**config.mk**
```make
export PLATFORM = sky130hd
export DESIGN_NAME = bottle_line_emulator_flat
export DESIGN_NICKNAME = d
export VERILOG_FILES = /design/src/rtl/bottle_line_pkg.sv /design/src/rtl/bottle_line_if.sv /design/src/rtl/bottle_line_emulator_sat_counter.sv /design/src/rtl/bottle_line_emulator.sv /design/src/flat_wrapper.sv
export SDC_FILE = /design/constraint.sdc
export NUM_CORES = 1
export LEC_CHECK = 0
export BUFFER_PORTS_ARGS = -buffer_cell sky130_fd_sc_hd__buf_4
export CAP_MARGIN = 10
export CORE_ASPECT_RATIO = 1.2
export CORE_MARGIN = 2
export CORE_UTILIZATION = 56
export DETAILED_ROUTE_END_ITERATION = 7
export GPL_TIMING_DRIVEN = 0
export PLACE_DENSITY = 0.79
export REMOVE_ABC_BUFFERS = 1
export SETUP_SLACK_MARGIN = 0.15
export SYNTH_ARGS = -nofsm -noshare
export SYNTH_HDL_FRONTEND = slang
export SYNTH_HIERARCHICAL = 1
export SYNTH_SLANG_ARGS = --single-unit
export TNS_END_PERCENT = 20
```
**constraint.sdc**
```tcl
create_clock -name clk -period 2.6 [get_ports clk]
set_input_delay 0 -clock clk [delete_from_list [all_inputs] [get_ports clk]]
set_output_delay 0 -clock clk [all_outputs]
set_load 0.05 [all_outputs]
```
**src/rtl/bottle_line_pkg.sv**
```systemverilog
// bottle_line_pkg: lane state encoding and default plant timing shared with controller benches
package bottle_line_pkg;
  typedef enum logic [1:0] {EMPTY, APPROACH, STATION, DEPART} state_e;
  localparam int FEED_GAP       = 4;
  localparam int TRAVEL_TO_FILL = 6;
  localparam int STATION_LEN    = 8;
  localparam int TRAVEL_TO_EXIT = 6;
  localparam int FILL_TARGET    = 8;
  localparam int FILL_TOL       = 1;
  localparam int LEVEL_W        = 6;
  localparam int CNT_W          = 8;
  localparam int POS_W          = 4;
endpackage

```
**src/rtl/bottle_line_if.sv**
```systemverilog
// bottle_line_if: controller-to-plant command and sensor bundle for one bottle lane
interface bottle_line_if;
  import bottle_line_pkg::*;
  logic               conveyor_on;
  logic               valve_open;
  logic               supply_en;
  logic               inject_jam;
  logic               bottle_sensor;
  logic               exit_sensor;
  logic               jam_sensor;
  logic               fault;
  logic [LEVEL_W-1:0] fill_level;
  logic [CNT_W-1:0]   good_count;
  logic [CNT_W-1:0]   reject_count;
  logic [CNT_W-1:0]   spill_count;
  modport master (
    output conveyor_on, valve_open, supply_en, inject_jam,
    input  bottle_sensor, exit_sensor, jam_sensor, fault, fill_level,
           good_count, reject_count, spill_count
  );
  modport slave (
    input  conveyor_on, valve_open, supply_en, inject_jam,
    output bottle_sensor, exit_sensor, jam_sensor, fault, fill_level,
           good_count, reject_count, spill_count
  );
endinterface

```
**src/rtl/bottle_line_emulator_sat_counter.sv**
```systemverilog
// sat_counter: W-bit incrementer that sticks at all-ones, with synchronous clear
module sat_counter #(
  parameter int W = 8
) (
  input  logic         clk,
  input  logic         rst,
  input  logic         inc_i,
  output logic [W-1:0] count_o
);
  logic [W-1:0] count_q, count_d;
  always_comb count_d = (inc_i && count_q != '1) ? count_q + 1'b1 : count_q;
  always_ff @(posedge clk) count_q <= rst ? '0 : count_d;
  assign count_o = count_q;
endmodule

```
**src/rtl/bottle_line_emulator.sv**
```systemverilog
// bottle_line_emulator: conveyor/fill-station/exit plant model that grades bottles and counts spills
module bottle_line_emulator
  import bottle_line_pkg::*;
#(
  parameter int FEED_GAP_P       = FEED_GAP,
  parameter int TRAVEL_TO_FILL_P = TRAVEL_TO_FILL,
  parameter int STATION_LEN_P    = STATION_LEN,
  parameter int TRAVEL_TO_EXIT_P = TRAVEL_TO_EXIT,
  parameter int FILL_TARGET_P    = FILL_TARGET,
  parameter int FILL_TOL_P       = FILL_TOL
) (
  input  logic           clk,
  input  logic           reset,
  bottle_line_if.slave   bus
);
  state_e             state_q, state_d;
  logic [POS_W-1:0]   pos_q, pos_d, gap_q, gap_d, lim;
  logic [LEVEL_W-1:0] fill_q, fill_d;
  logic               bs_q, bs_d, es_q, es_d, jam_q, fault_q, fault_d;
  logic               jam, adv, in_st, good_inc, rej_inc, in_tol;
  assign jam    = bus.inject_jam && state_q != EMPTY;
  assign adv    = bus.conveyor_on && !jam;
  assign in_st  = state_q == STATION;
  assign in_tol = fill_q >= LEVEL_W'(FILL_TARGET_P - FILL_TOL_P) &&
                  fill_q <= LEVEL_W'(FILL_TARGET_P + FILL_TOL_P);
  assign lim    = state_q == APPROACH ? POS_W'(TRAVEL_TO_FILL_P - 1) :
                  state_q == STATION  ? POS_W'(STATION_LEN_P - 1)    :
                                        POS_W'(TRAVEL_TO_EXIT_P - 1);
  always_comb begin
    state_d  = state_q;
    pos_d    = pos_q;
    gap_d    = gap_q;
    fill_d   = (in_st && bus.valve_open && fill_q != '1) ? fill_q + 1'b1 : fill_q;
    fault_d  = fault_q || (in_st && bus.valve_open && bus.conveyor_on);
    bs_d     = 1'b0;
    es_d     = 1'b0;
    good_inc = 1'b0;
    rej_inc  = 1'b0;
    if (state_q == EMPTY) begin
      if (bus.conveyor_on && gap_q != POS_W'(FEED_GAP_P - 1))
        gap_d = gap_q + 1'b1;
      else if (bus.conveyor_on && bus.supply_en) begin
        state_d = APPROACH;
        pos_d   = '0;
        fill_d  = '0;
      end
    end else if (adv) begin
      pos_d = pos_q + 1'b1;
      if (pos_q == lim) begin
        pos_d    = '0;
        state_d  = state_q == APPROACH ? STATION : state_q == STATION ? DEPART : EMPTY;
        bs_d     = state_q == APPROACH;
        es_d     = state_q == DEPART;
        gap_d    = state_q == DEPART ? '0 : gap_q;
        good_inc = state_q == DEPART && in_tol;
        rej_inc  = state_q == DEPART && !in_tol;
      end
    end
  end
  always_ff @(posedge clk) begin
    if (reset) begin
      state_q <= EMPTY;
      pos_q   <= '0;
      gap_q   <= '0;
      fill_q  <= '0;
      bs_q    <= 1'b0;
      es_q    <= 1'b0;
      jam_q   <= 1'b0;
      fault_q <= 1'b0;
    end else begin
      state_q <= state_d;
      pos_q   <= pos_d;
      gap_q   <= gap_d;
      fill_q  <= fill_d;
      bs_q    <= bs_d;
      es_q    <= es_d;
      jam_q   <= jam;
      fault_q <= fault_d;
    end
  end
  logic [CNT_W-1:0] good_cnt, rej_cnt, spill_cnt;
  sat_counter #(.W(CNT_W)) u_good  (.clk(clk), .rst(reset), .inc_i(good_inc), .count_o(good_cnt));
  sat_counter #(.W(CNT_W)) u_rej   (.clk(clk), .rst(reset), .inc_i(rej_inc), .count_o(rej_cnt));
  sat_counter #(.W(CNT_W)) u_spill (.clk(clk), .rst(reset), .inc_i(bus.valve_open && !in_st), .count_o(spill_cnt));
  assign bus.bottle_sensor = bs_q;
  assign bus.exit_sensor   = es_q;
  assign bus.jam_sensor    = jam_q;
  assign bus.fault         = fault_q;
  assign bus.fill_level    = fill_q;
  assign bus.good_count    = good_cnt;
  assign bus.reject_count  = rej_cnt;
  assign bus.spill_count   = spill_cnt;
endmodule

```
**src/flat_wrapper.sv**
```systemverilog
// flat-port wrapper written by rule: the top's interface ports become plain ports
module bottle_line_emulator_flat import bottle_line_pkg::*;
#(
  parameter int FEED_GAP_P       = FEED_GAP,
  parameter int TRAVEL_TO_FILL_P = TRAVEL_TO_FILL,
  parameter int STATION_LEN_P    = STATION_LEN,
  parameter int TRAVEL_TO_EXIT_P = TRAVEL_TO_EXIT,
  parameter int FILL_TARGET_P    = FILL_TARGET,
  parameter int FILL_TOL_P       = FILL_TOL
)
  (clk, reset, bus_conveyor_on, bus_valve_open, bus_supply_en, bus_inject_jam, bus_bottle_sensor, bus_exit_sensor, bus_jam_sensor, bus_fault, bus_fill_level, bus_good_count, bus_reject_count, bus_spill_count);
  bottle_line_if bus_i ();
  input  logic clk;
  input  logic reset;
  input wire logic [$bits(bus_i.conveyor_on)-1:0] bus_conveyor_on;
  input wire logic [$bits(bus_i.valve_open)-1:0] bus_valve_open;
  input wire logic [$bits(bus_i.supply_en)-1:0] bus_supply_en;
  input wire logic [$bits(bus_i.inject_jam)-1:0] bus_inject_jam;
  output wire logic [$bits(bus_i.bottle_sensor)-1:0] bus_bottle_sensor;
  output wire logic [$bits(bus_i.exit_sensor)-1:0] bus_exit_sensor;
  output wire logic [$bits(bus_i.jam_sensor)-1:0] bus_jam_sensor;
  output wire logic [$bits(bus_i.fault)-1:0] bus_fault;
  output wire logic [$bits(bus_i.fill_level)-1:0] bus_fill_level;
  output wire logic [$bits(bus_i.good_count)-1:0] bus_good_count;
  output wire logic [$bits(bus_i.reject_count)-1:0] bus_reject_count;
  output wire logic [$bits(bus_i.spill_count)-1:0] bus_spill_count;
  assign bus_i.conveyor_on = bus_conveyor_on;
  assign bus_i.valve_open = bus_valve_open;
  assign bus_i.supply_en = bus_supply_en;
  assign bus_i.inject_jam = bus_inject_jam;
  assign bus_bottle_sensor = bus_i.bottle_sensor;
  assign bus_exit_sensor = bus_i.exit_sensor;
  assign bus_jam_sensor = bus_i.jam_sensor;
  assign bus_fault = bus_i.fault;
  assign bus_fill_level = bus_i.fill_level;
  assign bus_good_count = bus_i.good_count;
  assign bus_reject_count = bus_i.reject_count;
  assign bus_spill_count = bus_i.spill_count;
  bottle_line_emulator #(.FEED_GAP_P(FEED_GAP_P), .TRAVEL_TO_FILL_P(TRAVEL_TO_FILL_P), .STATION_LEN_P(STATION_LEN_P), .TRAVEL_TO_EXIT_P(TRAVEL_TO_EXIT_P), .FILL_TARGET_P(FILL_TARGET_P), .FILL_TOL_P(FILL_TOL_P)) u_core (.clk(clk), .reset(reset), .bus(bus_i));
endmodule
```
==> Word-level counts from Yosys, hierarchy flattened <==
Index checks and enable logic that the tools add are counted.
{ "totals": {"ff_bits": 44, "input_bits": 6, "out_inout_bits": 34, "wordCells": 89} }
{ "op_classes": {"add_sub_neg": 6, "n_lt_le_gt_ge": 2, "n_eq_ne": 12, "mux": 29, "bitwise": 2, "n_reduce_logical": 27} }
{ "op_table": {"columns": ["operator", "count"], "rows": [
  ["$mux W4", 11],
  ["$add A8 B1 Y8 const B", 3],
  ["$mux W6", 4],
  ["$ne A8 B8 Y1 const B", 3],
  ["$mux W2", 8],
  ["$logic_and A1 B1 Y1", 14],
  ["$add A4 B1 Y4 const B", 2],
  ["$reduce_and A4 Y1", 2],
  ["$reduce_bool A2 Y1", 4],
  ["$add A6 B1 Y6 const B", 1],
  ["$ge A6 B3 Y1 const B", 1],
  ["$le A6 B4 Y1 const B", 1],
  ["$mux W1", 6],
  ["$ne A2 B2 Y1 const B", 3],
  ["$ne A6 B6 Y1 const B", 1],
  ["$eq A2 B2 Y1 const B", 2],
  ["$eq A4 B4 Y1", 1],
  ["$ne A4 B2 Y1 const B", 1],
  ["$reduce_or A4 Y1", 1],
  ["$logic_not A1 Y1", 3],
  ["$reduce_and A3 Y1", 1],
  ["$eq A2 B1 Y1 const B", 1],
  ["$logic_not A2 Y1", 1],
  ["$not A1 Y1", 2],
  ["$logic_or A1 B1 Y1", 1]
]} }

==> Logic depth before layout (Yosys ltp) <==
{ "logic_depth": {"word_depth": 8, "depth_mapped": 9} }

==> Modules after synthesis <==
The synthesis kept the hierarchy.
{ "modules_own_cells": {"columns": ["mod", "n_inst", "cells_each", "area_per_inst_um2"], "rows": [
  ["sat_counter", 3, 46, 430.4],
  ["bottle_line_emulator", 1, 117, 1094.8]
]} }

==> Worst setup path before layout <==
Ideal clock, no wire load.
{ "synth_timing": {"kind": "flip-flop to flip-flop", "from": "reg u_core.fill_q[0], in the netlist u_core/bus.fill_level[0]", "to": "reg u_core.u_good.count_q[3], in the netlist u_core/u_good/count_o[3]", "setup_time_ns": 0.069, "t_arrival_ns": 2.460, "required_time_ns": 2.531, "path_slack_ns": 0.071, "path_stages_with_launch": 9, "period_less_slack_ns": 2.529, "cell_sequence": "dfxtp_1 ha_1 and2_1 mux2i_1 or3_1 nor2_1 nand4_1 or3_2 o21ai_1"} }
{ "synth_between": {"elab_chain_cells": 7, "word_cells_on_any_way": 8} }
{ "synth_lines": {"columns": ["element", "line_no", "text"], "rows": [
  ["from (decl)", "bottle_line_emulator.sv:18", "logic [LEVEL_W-1:0] fill_q, fill_d;"],
  ["from (signal assigned)", "bottle_line_emulator.sv:74", "fill_q <= fill_d;"],
  ["$ge A6 B3 Y1 / $le A6 B4 Y1 (equally long branches)", "bottle_line_emulator.sv:24, bottle_line_emulator.sv:25", null],
  ["$logic_and A1 B1 Y1 (*)", "bottle_line_emulator.sv:24", "assign in_tol = fill_q >= LEVEL_W'(FILL_TARGET_P - FILL_TOL_P) &&"],
  ["$logic_and A1 B1 Y1 (*)", "bottle_line_emulator.sv:55", "good_inc = state_q == DEPART && in_tol;"],
  ["$mux W1 (*)", "bottle_line_emulator.sv:49", "if (pos_q == lim) begin"],
  ["$mux W1 (*)", "bottle_line_emulator.sv:47", "end else if (adv) begin"],
  ["$mux W1 (*)", "bottle_line_emulator.sv:39", "if (state_q == EMPTY) begin"],
  ["net u_core.good_inc", "bottle_line_emulator.sv:20", "logic jam, adv, in_st, good_inc, rej_inc, in_tol;"],
  ["$logic_and A1 B1 Y1 (*)", "bottle_line_emulator_sat_counter.sv:11", "always_comb count_d = (inc_i && count_q != '1) ? count_q + 1'b1 : count_q;"],
  ["to (signal assigned)", "bottle_line_emulator_sat_counter.sv:12", "always_ff @(posedge clk) count_q <= rst ? '0 : count_d;"],
  ["to (decl)", "bottle_line_emulator_sat_counter.sv:10", "logic [W-1:0] count_q, count_d;"]
]} }
The timed path passes the listed nets; every way through them passes the cells marked *.
A chain may end at the register's enable or synchronous reset.

==> Worst setup path in the final report <==
Ends and elaborated chain as after synthesis.

==> metrics.txt <==
status=complete, no violations; Total Routed Length=4770 µm; Final Net Count=317; ANT nets after route=0; cell family with most CP delay=simple AND/OR/NAND/NOR gates; Post-DP HPWL=3300 µm; mapped cell area=2390 µm²; initial antenna violation count=0; final core occ=0.683; R2R cell count=8; largest net degree at the start of global routing=39; Max stage delay on crit path=0.45 ns; sequential share of the synthesized area=0.369; Post-synth top cells=44 x dfxtp_1, 21 x a21oi_1, 17 x nand2_1, 14 x nor2_1; met2 WL post-DR=2410 µm; Most used DFF post-synth=dfxtp_1; clk sinks=44; worst-margin pin slew=0.489 ns; Design Area, Final=2850 µm²; Placed Area=2700 µm²; vias in the first global route=1,845; Buffers on Ports=39; Avg Cell Area, Syn=9.36 µm²; GRT Total Usage=0.205; Hold Path Origin=bus_conveyor_on; Cell Count, Final, Fillers Out=355; Rel. slew slack=0.673; setup TNS=0 ns; Post-synth EDFFs=0; number of vias per cell=5.90; Critical path buffers and inverters=0; Leak=1.10 nW; GRT overflow=0; Arrival @ worst endpoint=between 2 and 3 ns; worst-skew pair later-pin latency=0.29 ns; CP Capture Type=flop; first-pass GRT wire length=7900 µm; Setup CP Type=reg2reg; Slew Limit Fails=0; asr flop ratio synth=0; Synthesis Warnings=6; critical path data required time=2.83 ns; RSZ-0062 raised after global routing=no; die area=4800 µm²; core box area=4160 µm²; P&R area growth vs syn=19.2%; Max FO, Critical Path=6; Sequential Area=between 800 and 900 µm²; Worst path slowest cell=dfxtp_1; placed cell count=344; I/O Pins=40; Tot Pwr=1.20 mW; GPL Wtd Cong=0.768; H-tree depth=2; worst reg2reg endpoint=u_core/u_good/count_o[3]; Pre-antenna DRT Iters=4; Yosys top cell area share=0.369; maximum VDD drop=between 0.2 and 0.25 mV; starting density of the core=0.573; vias post-DR=2,093; Max-Cap Viols=0; dominant cells by area after synthesis=dfxtp_1 37%, ha_1 6.8%, a21oi_1 4.4%; DR WL met3=177 µm; Place WS=0.0326 ns; power density cells=421 nW/µm²; launch point of the worst reg-to-reg path=u_core/bus.fill_level[0]; row count=26; Min-Delay Endpoint=u_core/bus.fault; clk slew on worst S/H paths=0.08 ns; Max Clock Freq=440 MHz; crit share post-route=0.875; Hold Slack=0.00964 ns; CTS tree=built; CTS buffer count=5; share of post-route cells with drive strength above 1=0.251; Gate Count Post-Synth=255; residual DRC count=0; Hold Path Class=in2reg; Setup WS post-layout=0.325 ns; area taken by multi-input logic gates=1450 µm²; Synth cell types=50; Yosys reg bits=between 40 and 50; type of origin of the critical path=flop; clk buf depth=2; Hold Path Stages=3; Final setup viols=0; clk_skew=0.00512 ns; crit path cell chain=ha_1, and2_1, mux2i_1, or3_1, nor2_4, nand4_1, or3_2, o21ai_1; met1 WL=2120 µm; per-cell routed wire length=between 10 and 15 µm; min Tclk post-route=~2.3 ns; Iteration-0 DRC Markers=between 100 and 150; ANT cells=0; most common cell in the netlist=dfxtp_1; FF-to-FF setup slack=between 0.3 and 0.4 ns; Filler Cell Count=370; Die X=63.6 µm; Root Driver=clkbuf_8; final hold vios=0; Die H=75.5 µm; highest metal used=met4; leading area contributor after synthesis=dfxtp_1
## worst max-delay path by stage
stage                        startpoint                  endpoint  cells past startpoint
6_report       u_core/bus.fill_level[0]  u_core/u_good/count_o[3]                      8
3_5_place_dp          u_core/state_q[0]   u_core/u_rej/count_o[3]                      8
2_1_floorplan  u_core/bus.fill_level[0]  u_core/u_good/count_o[3]                      8
3_3_place_gp          u_core/state_q[0]   u_core/u_rej/count_o[3]                      8
4_1_cts               u_core/state_q[0]   u_core/u_rej/count_o[3]                      8
5_1_grt        u_core/bus.fill_level[0]  u_core/u_good/count_o[7]                      8
## routing by layer
metal,GRT usage,vias to the layer above
met5,0,-
met4,0.0749,0
met2,0.380,47
met1,0.235,986
met3,0.0428,6
li1,-,1054
## placed cells by master, fill, tap and decap left out, drive strengths merged, types with 5 or more instances in the layout
cell type  instances
a211oi             9
a21boi             6
a21oi             21
a31oi              5
and4               6
buf               40
clkbuf             6
dfxtp             44
ha                13
inv                8
mux2i              6
nand2             17
nand3             13
nand4              9
nor2              14
nor3              10
o21ai              6
o21bai             7
or3                5
## flip-flops by register name, indices dropped and copies added (netlist names)
register / count
u_core/bus.exit_sensor: 1
u_core/u_good/count_o: 8
u_core/u_spill/count_o: 8
u_core/u_rej/count_o: 8
u_core/bus.jam_sensor: 1
u_core/bus.fill_level: 6
u_core/state_q: 2
u_core/bus.bottle_sensor: 1
u_core/bus.fault: 1
u_core/pos_q: 4
u_core/gap_q: 4
## cell families after synthesis
kind of cell / count (synthesis) / share of synthesized area
and+or+nand+nor: 100 / 0.244
AOI/OAI and AO/OA: 70 / 0.220
DFF: 44 / 0.369
buffers and inverters: 14 / 0.0351
adders and majority gates: 13 / 0.0682
muxes: 10 / 0.0488
xor gates and xnor gates: 4 / 0.0147
## power breakdown
| group | internal (mW) | switching, mW |
|---|---|---|
| Clock | 0.212 | 0.227 |
| Combinational | 0.0282 | 0.0437 |
| Sequential | 0.680 | 0.00711 |
| Total | 0.920 | 0.278 |
## cell type report
type | count | share of cell area
clock inverters | 2 | 0.00352
inverters | 8 | 0.0106
flip-flops and latches | 44 | 0.310
clock buffers | 6 | 0.0290
well taps | 56 | 0.0246
repair buffers | 42 | 0.113
multi-input cells | 197 | 0.510
## worst min-delay path: stages
cell and delay, ns:
buf_4 0.12, a31oi_1 0.08, nor2_1 0.07
## repair_timing
item / in CTS / in global routing
pin swaps: 0 / 1
hold endpoints to repair: 3 / 0
setup endpoints to repair: 9 / 12
hold buffers: 2 / 0
resized for setup: 3 / 4
setup buffers: 0 / 1
(Power assumes the default switching activity.)
